===== src/rtl/line_burst_adaptor_if.sv =====
// Line-side and burst-side signal bundle for line_burst_adaptor.
// slave = the adaptor's view, master = the environment's view.
interface line_burst_adaptor_if #(
  parameter int LINE_W = 256,
  parameter int BEAT_W = 64
);
  logic [31:0]       pmem_address;
  logic              pmem_read;
  logic              pmem_write;
  logic [LINE_W-1:0] pmem_wdata;
  logic [LINE_W-1:0] pmem_rdata;
  logic              pmem_resp;
  logic [31:0]       burst_address;
  logic              burst_read;
  logic              burst_write;
  logic [BEAT_W-1:0] burst_wdata;
  logic [BEAT_W-1:0] burst_rdata;
  logic              burst_resp;

  modport slave (
    input  pmem_address, pmem_read, pmem_write, pmem_wdata,
    output pmem_rdata, pmem_resp,
    output burst_address, burst_read, burst_write, burst_wdata,
    input  burst_rdata, burst_resp
  );

  modport master (
    output pmem_address, pmem_read, pmem_write, pmem_wdata,
    input  pmem_rdata, pmem_resp,
    input  burst_address, burst_read, burst_write, burst_wdata,
    output burst_rdata, burst_resp
  );
endinterface


===== src/rtl/line_burst_adaptor.sv =====
// Cache line (256b) to 4-beat 64b burst adaptor with one-cycle line response.
// Optional line counters enabled by LINE_BURST_ADAPTOR_PERF_EN.
module line_burst_adaptor #(
  parameter int LINE_W = 256,
  parameter int BEAT_W = 64,
  parameter int BEATS  = LINE_W / BEAT_W
) (
  input  logic                    clk,
  input  logic                    rst,
  line_burst_adaptor_if.slave     bus,
  output logic [31:0]             rd_line_count,
  output logic [31:0]             wr_line_count
);
  localparam int BW = $clog2(BEATS);
  localparam int SW = $clog2(BEAT_W);
  localparam int IW = BW + SW;

  typedef enum logic [1:0] {
    IDLE, READ, WRITE, DONE
  } state_t;

  state_t            state_q;
  logic [BW-1:0]     beat_q;
  logic [BW-1:0]     beat_nx;
  logic [IW-1:0]     cur_base;
  logic [IW-1:0]     nxt_base;
  logic [31:0]       addr_q;
  logic [LINE_W-1:0] wline_q;
  logic [LINE_W-1:0] rdata_q;
  logic [BEAT_W-1:0] wdata_q;
  logic              resp_q;
  logic              brd_q;
  logic              bwr_q;
  logic              last_beat;
  logic              unused_ok;

  assign beat_nx   = beat_q + 1'b1;
  assign cur_base  = {beat_q, {SW{1'b0}}};
  assign nxt_base  = {beat_nx, {SW{1'b0}}};
  assign last_beat = bus.burst_resp &&
                     (beat_q == BW'(BEATS - 1));
  assign unused_ok = ^bus.pmem_address[4:0];

  assign bus.pmem_rdata    = rdata_q;
  assign bus.pmem_resp     = resp_q;
  assign bus.burst_address = addr_q;
  assign bus.burst_read    = brd_q;
  assign bus.burst_write   = bwr_q;
  assign bus.burst_wdata   = wdata_q;

  // Transaction FSM: latch request, run the burst, pulse the response.
  always_ff @(posedge clk or negedge rst) begin
    if (!rst) begin
      state_q <= IDLE;
      beat_q  <= '0;
      addr_q  <= '0;
      wline_q <= '0;
      rdata_q <= '0;
      wdata_q <= '0;
      resp_q  <= 1'b0;
      brd_q   <= 1'b0;
      bwr_q   <= 1'b0;
    end else begin
      unique case (state_q)
        IDLE: begin
          beat_q <= '0;
          if (bus.pmem_write) begin
            addr_q  <= {bus.pmem_address[31:5], 5'b0};
            wline_q <= bus.pmem_wdata;
            wdata_q <= bus.pmem_wdata[BEAT_W-1:0];
            bwr_q   <= 1'b1;
            state_q <= WRITE;
          end else if (bus.pmem_read) begin
            addr_q  <= {bus.pmem_address[31:5], 5'b0};
            brd_q   <= 1'b1;
            state_q <= READ;
          end
        end
        READ: begin
          if (bus.burst_resp) begin
            rdata_q[cur_base +: BEAT_W] <= bus.burst_rdata;
            beat_q <= beat_nx;
          end
          if (last_beat) begin
            brd_q   <= 1'b0;
            resp_q  <= 1'b1;
            state_q <= DONE;
          end
        end
        WRITE: begin
          if (bus.burst_resp) begin
            beat_q  <= beat_nx;
            wdata_q <= wline_q[nxt_base +: BEAT_W];
          end
          if (last_beat) begin
            bwr_q   <= 1'b0;
            resp_q  <= 1'b1;
            state_q <= DONE;
          end
        end
        DONE: begin
          resp_q  <= 1'b0;
          state_q <= IDLE;
        end
        default: state_q <= IDLE;
      endcase
    end
  end

`ifdef LINE_BURST_ADAPTOR_PERF_EN
  logic [31:0] rd_cnt_q;
  logic [31:0] wr_cnt_q;

  // Count completed lines; the new value is visible in the DONE cycle.
  always_ff @(posedge clk or negedge rst) begin
    if (!rst) begin
      rd_cnt_q <= '0;
      wr_cnt_q <= '0;
    end else begin
      if (state_q == READ && last_beat)
        rd_cnt_q <= rd_cnt_q + 32'd1;
      if (state_q == WRITE && last_beat)
        wr_cnt_q <= wr_cnt_q + 32'd1;
    end
  end

  assign rd_line_count = rd_cnt_q;
  assign wr_line_count = wr_cnt_q;
`else
  assign rd_line_count = '0;
  assign wr_line_count = '0;
`endif

endmodule


===== src/flat_wrapper.sv =====
// flat-port wrapper written by rule: the top's interface ports become plain ports
module line_burst_adaptor_flat 
#(
  parameter int LINE_W = 256,
  parameter int BEAT_W = 64,
  parameter int BEATS  = LINE_W / BEAT_W
)
  (clk, rst, rd_line_count, wr_line_count, bus_pmem_address, bus_pmem_read, bus_pmem_write, bus_pmem_wdata, bus_pmem_rdata, bus_pmem_resp, bus_burst_address, bus_burst_read, bus_burst_write, bus_burst_wdata, bus_burst_rdata, bus_burst_resp);
  line_burst_adaptor_if #(.LINE_W(LINE_W), .BEAT_W(BEAT_W)) bus_i ();
  input  logic clk;
  input  logic rst;
  output logic [31:0] rd_line_count;
  output logic [31:0] wr_line_count;
  input wire logic [$bits(bus_i.pmem_address)-1:0] bus_pmem_address;
  input wire logic [$bits(bus_i.pmem_read)-1:0] bus_pmem_read;
  input wire logic [$bits(bus_i.pmem_write)-1:0] bus_pmem_write;
  input wire logic [$bits(bus_i.pmem_wdata)-1:0] bus_pmem_wdata;
  output wire logic [$bits(bus_i.pmem_rdata)-1:0] bus_pmem_rdata;
  output wire logic [$bits(bus_i.pmem_resp)-1:0] bus_pmem_resp;
  output wire logic [$bits(bus_i.burst_address)-1:0] bus_burst_address;
  output wire logic [$bits(bus_i.burst_read)-1:0] bus_burst_read;
  output wire logic [$bits(bus_i.burst_write)-1:0] bus_burst_write;
  output wire logic [$bits(bus_i.burst_wdata)-1:0] bus_burst_wdata;
  input wire logic [$bits(bus_i.burst_rdata)-1:0] bus_burst_rdata;
  input wire logic [$bits(bus_i.burst_resp)-1:0] bus_burst_resp;
  assign bus_i.pmem_address = bus_pmem_address;
  assign bus_i.pmem_read = bus_pmem_read;
  assign bus_i.pmem_write = bus_pmem_write;
  assign bus_i.pmem_wdata = bus_pmem_wdata;
  assign bus_pmem_rdata = bus_i.pmem_rdata;
  assign bus_pmem_resp = bus_i.pmem_resp;
  assign bus_burst_address = bus_i.burst_address;
  assign bus_burst_read = bus_i.burst_read;
  assign bus_burst_write = bus_i.burst_write;
  assign bus_burst_wdata = bus_i.burst_wdata;
  assign bus_i.burst_rdata = bus_burst_rdata;
  assign bus_i.burst_resp = bus_burst_resp;
  line_burst_adaptor #(.LINE_W(LINE_W), .BEAT_W(BEAT_W), .BEATS(BEATS)) u_core (.clk(clk), .rst(rst), .bus(bus_i), .rd_line_count(rd_line_count), .wr_line_count(wr_line_count));
endmodule

===== config.mk =====
export PLATFORM = sky130hd
export DESIGN_NAME = line_burst_adaptor_flat
export DESIGN_NICKNAME = d
export VERILOG_FILES = /design/src/rtl/line_burst_adaptor_if.sv /design/src/rtl/line_burst_adaptor.sv /design/src/flat_wrapper.sv
export SDC_FILE = /design/constraint.sdc
export NUM_CORES = 1
export LEC_CHECK = 0
export ABC_AREA = 1
export CAP_MARGIN = 30
export CORE_AREA = 2 2 300 302
export CTS_CLUSTER_SIZE = 14
export DETAILED_ROUTE_END_ITERATION = 7
export DIE_AREA = 0 0 302 304
export PLACE_DENSITY_LB_ADDON = 0.15
export SETUP_SLACK_MARGIN = 0.05
export SYNTH_ARGS = -nofsm -noshare
export SYNTH_HDL_FRONTEND = slang
export SYNTH_SLANG_ARGS = --single-unit

===== constraint.sdc =====
create_clock -name clk -period 2.26 [get_ports clk]
set_input_delay 0.452 -clock clk [delete_from_list [all_inputs] [get_ports clk]]
set_output_delay 0.452 -clock clk [all_outputs]
set_load 0.02 [all_outputs]

# Word-level counts from Yosys, hierarchy flattened
# Index checks and enable logic that the tools add are counted.
# word_totals
register_bits,615
output_inout_bits,419
elab_cells,64
# classes
addsub,2
eq_ne,13
shifts,3
muxes,20
reduce_logical,17
# op_table
operator,count
256-bit bitwise mux,1
64-bit by 10-bit variable shift with 256-bit output (first input constant),1
256-bit by 9-bit variable part select with 64-bit output,1
64-bit by 10-bit variable part select with 256-bit output,1
64-bit two-way mux,2
64-bit one-hot mux with 2 select lines,1
32-bit two-way mux,2
2-bit AND reduction,6
8-bit negator with 10-bit output,1
2-bit nonzero test,5
2-bit two-way mux,4
2-bit by 1-bit inequality test with 1-bit output (second input constant),4
2-bit inequality test (second input constant),4
2-bit == test (second input constant),3
1-bit one-hot mux with 2 select lines,3
2-bit one-hot mux with 3 select lines,1
3-bit AND reduction,2
1-bit two-way mux,5
2-bit one-hot mux with 2 select lines,1
4-bit AND reduction,1
3-bit inequality test (second input constant),1
2-bit by 1-bit adder with 2-bit output (second input constant),1
2-bit by 1-bit == test with 1-bit output (second input constant),1
2-bit logical NOT,1
other kinds (2),2

# Logic depth before layout (Yosys ltp)
# Gate-level depths: netlist of run 1.
# logic_depth
word_depth,4
mapped_depth,13
ltp_nobuf,9

# Worst setup path before layout of run 1
# OpenSTA, ideal clock, no wires.
# synth_timing
kind,register to register
startpoint,reg u_core.beat_q[0]
endpoint,"reg u_core.wdata_q[19], in the netlist u_core.bus.burst_wdata[19]"
arrival_ns,2.043
path_slack_ns,0.101
stages_incl_launch_ff,14
path_buffers,5
cell_sequence,dfrtp_1 buf_2 inv_2 buf_4 buf_2 ha_1 inv_1 buf_2 buf_2 nand3_1 nand2_1 nand2_1 nand2_1 nand2_1
# synth_via
elab_chain_len,4
# synth_lines
item,line,text
from (decl),line_burst_adaptor.sv:23,logic [BW-1:0] beat_q;
from (signal assigned),line_burst_adaptor.sv:82,beat_q <= beat_nx;
from (signal assigned),line_burst_adaptor.sv:92,beat_q <= beat_nx;
2-bit by 1-bit adder with 2-bit output,line_burst_adaptor.sv:37,assign beat_nx = beat_q + 1'b1;
256-bit by 9-bit variable part select with 64-bit output,line_burst_adaptor.sv:93,wdata_q <= wline_q[nxt_base +: BEAT_W];
64-bit two-way mux,line_burst_adaptor.sv:91,if (bus.burst_resp) begin
64-bit one-hot mux with 2 select lines,line_burst_adaptor.sv:64,unique case (state_q)
to (signal assigned),line_burst_adaptor.sv:70,wdata_q <= bus.pmem_wdata[BEAT_W-1:0];
to (signal assigned),line_burst_adaptor.sv:93,
to (decl),line_burst_adaptor.sv:30,logic [BEAT_W-1:0] wdata_q;
# No other way between the ends. The select of a mux whose other input is x is not followed.
# A chain may end at the register's enable or synchronous reset.

# Worst setup path in the final report of run 1
# layout_timing
startpoint,"reg u_core.rdata_q[207], in the netlist u_core.bus.pmem_rdata[207]"
endpoint,out bus_pmem_rdata[207]
# layout_lines
item,line,text
from (decl),line_burst_adaptor.sv:29,logic [LINE_W-1:0] rdata_q;
"from (signal, indexed assignment)",line_burst_adaptor.sv:81,rdata_q[cur_base +: BEAT_W] <= bus.burst_rdata;
to (decl),flat_wrapper.sv:18,output wire logic [$bits(bus_i.pmem_rdata)-1:0] bus_pmem_rdata;
# No word-level cell between the ends.

==> out/metrics.yaml, run 1 <==
setup_path:
  critPathBufInv: 1
  cp_cell_sequence: "clkdlybuf4s50_1"
  setup.worst_path.end_class: "primary output"
  cp_slowest_cell: "clkdlybuf4s50_1"
  required_ps: 1810
  crit_fanout: 2
  crit_path_max_incr_delay_ps: 760
  worst_setup_path_start_kind: "register"
  cp.arrival_ps: 1710
  critical_path_class: "reg2out"
  cp_top_family: "buffers and inverters"
global_route:
  antenna_found_initial: 20
  grt_start_max_net_pins: 103
  grt_overflow: 0
  grt_pass1_vias: 23740
  grt_first_pass_wirelength_mm: 159.0
  track_usage: 0.2271
clock_tree:
  cts_tree: "built"
  cts_sinks: 610
  cts-root-buf: "clkbuf_16"
  post_cts_buffers: 0
  htree_num_levels: 3
  clk-insertion-delay-late_ps: 620
  cts_inserted_buffers: 74
  clk_pin_slew_ps: 60
  cts.path.max_buffers: 3
finish:
  layout-drive-gt1-share: 0.05796
  nFillCells: 9081
  final_util: 0.4284
  instances_no_fill: 5251
  layout_commonest_cell: "nand2_1"
  regArea_um2: 15270
  multi_input_area_um2: 10280
  final_nets: 4382
  syn2layout_area_growth_pct: 40.99
  fin_area_um2: 38150
  final_cell_mix: "nand2_1, clkdlybuf4s50_1, dfrtp_1"
timing:
  rsz0062_at_grt: "false"
  finalMaxSlewViolations: 0
  period_needed_ps: 2158
  hold_viol_final: 0
  slew_headroom: 0.5534
  fmaxAchievable_ghz: 0.4634
  setup_slack_ps: 102.0
  skew_ps: 26.34
  setup_viol: 0
  hold_ws_ps: 372.1
  fin_setup_tns_ps: 0
  max_slew.worst_pin.slew_ps: 669.9
  period_share: 0.9549
routing:
  antenna_left: 0
  first_pass_iters: 5
  wl_per_cell_um: 20.32
  vias: 24840
  drc: 0
  drt_iter0_drc: 1678
  vias_per_cell: 4.731
  routed_wl_mm: 106.7
pwr:
  power_mw: 50.94
  ir_drop_v: 0.0007461
  power_density_nw_per_um2: 1335
  leakage_nw: 18.46
placed_design:
  place.gp.congestion: 0.8519
  placed_area_um2: 35700
  dp_cells: 5114
  post-place-ws_ps: 83.53
  port_buffers: 701
  dp_hpwl_mm: 72.66
logic_synthesis:
  yosysWarnings: 0
  yosysSeqAreaShare: 0.5641
  synth_area_leaders: "dfrtp_1, nand2_1, o21ai_0, nand3_1, buf_4"
  synth_area_um2: 27060
  netlist_instances: 3369
  synth-seq-cells: 610
  synth_top_area_frac: 0.5641
  yosysTopAreaCell: "dfrtp_1"
  syn_area_per_cell_um2: 8.032
  synth_cell_type_count: 26
status:
  status: "completed"
floorplanning:
  core.rowCount: 110
  initial_core_util: 0.3039
  core_um2: 89050
  die_w_um: 302
  fp.dieArea_um2: 91810
  ios: 776
  fp.dieH_um: 304
min_path:
  worstHoldPathType: "in2reg"
job:
  maxCapViolCount: 0
-- worst min-delay path, delay by kind of cell --
family,cells,cell delay [ps]
buffers and inverters,1,400
AND/OR/NAND/NOR,2,100
-- cells by family after synthesis --
group / count (synthesis) / synth area share
other cells: 1 / 0.0001386
flops: 610 / 0.5641
buf+inv: 380 / 0.06723
compound gates: 486 / 0.08998
fa+ha+maj: 10 / 0.004624
simple gates: 1882 / 0.2739
-- final cells by class --
cell class	count	share of cell area
multi-input combinational	2447	0.2695
antenna	3	0.0001968
clock inverter	24	0.007740
sequential	610	0.4002
tap	1176	0.03857
timing repair buffer	800	0.2192
inverter	82	0.008396
clock buffer	109	0.05621
-- registers in the layout, indices dropped and copies added, names as in the netlist --
name / flops
u_core.bus.burst_wdata: 64
u_core.bus.burst_write: 1
u_core.bus.burst_address: 27
u_core.beat_q: 2
u_core.bus.burst_read: 1
u_core.wline_q: 256
u_core.state_q: 2
u_core.bus.pmem_resp: 1
u_core.bus.pmem_rdata: 256
-- routing by layer --
layer,routed length [µm],track usage,vias up
li1,-,-,11830
met1,46980,0.3089,12010
met2,50070,0.3666,826
met3,7158,0.04890,145
met4,2329,0.05768,28
met5,174,0,-
-- cell usage after synthesis --
cell,number
nand2_1,1523
dfrtp_1,610
o21ai_0,432
nand3_1,222
clkbuf_1,128
nor2_1,128
buf_2,82
inv_1,77
buf_4,74
o21ai_1,51
ha_1,10
buf_1,9
clkbuf_2,4
inv_2,3
clkinv_1,2
nand3_2,2
nor2_4,2
o22ai_1,2
a21oi_1,1
buf_6,1
conb_1,1
nand2_4,1
nand4_2,1
nand4_4,1
nor2_2,1
nor3_2,1
-- power breakdown --
part	internal (mW)	switching [mW]
Sequential	14.7	2.08
Combinational	8.24	13.7
Clock	7.19	4.99
Total	30.1	20.8
-- worst paths after layout --
path / start / endpoint / slack, ps / cells past startpoint
worst max-delay path: u_core.bus.pmem_rdata[207]$_DFFE_PN0P_ / bus_pmem_rdata[207] / 100 / 1
worst min-delay path: bus_pmem_wdata[141] / u_core.wline_q[141]$_DFFE_PN0P_ / 370 / 3
max in group asynchronous: rst / u_core.wline_q[14]$_DFFE_PN0P_ / 1060 / 3
worst max register to register: u_core.beat_q[0]$_DFFE_PN0P_ / u_core.bus.pmem_rdata[79]$_DFFE_PN0P_ / 260 / 6
worst min register to register: u_core.bus.burst_address[20]$_DFFE_PN0P_ / u_core.bus.burst_address[20]$_DFFE_PN0P_ / 470 / 2
min in group asynchronous: rst / u_core.wline_q[4]$_DFFE_PN0P_ / 460 / 2
-- timing repair --
| item | in CTS | in global routing |
|---|---|---|
| endpoints found under the setup margin | 6 | 68 |
| pin swaps | 0 | 0 |
| hold buffers | 1 | 0 |
| hold endpoints to repair | 30 | 0 |
| resized for setup | 6 | 2 |
Note: power is estimated with default switching activity, not from simulation.
==> inputs of run 2 (changes only) <==
Settings changed: CAP_MARGIN 30 to 20.
==> results of run 2 <==
Same layout as run 1: the final DEF is identical, and so are final timing and power.
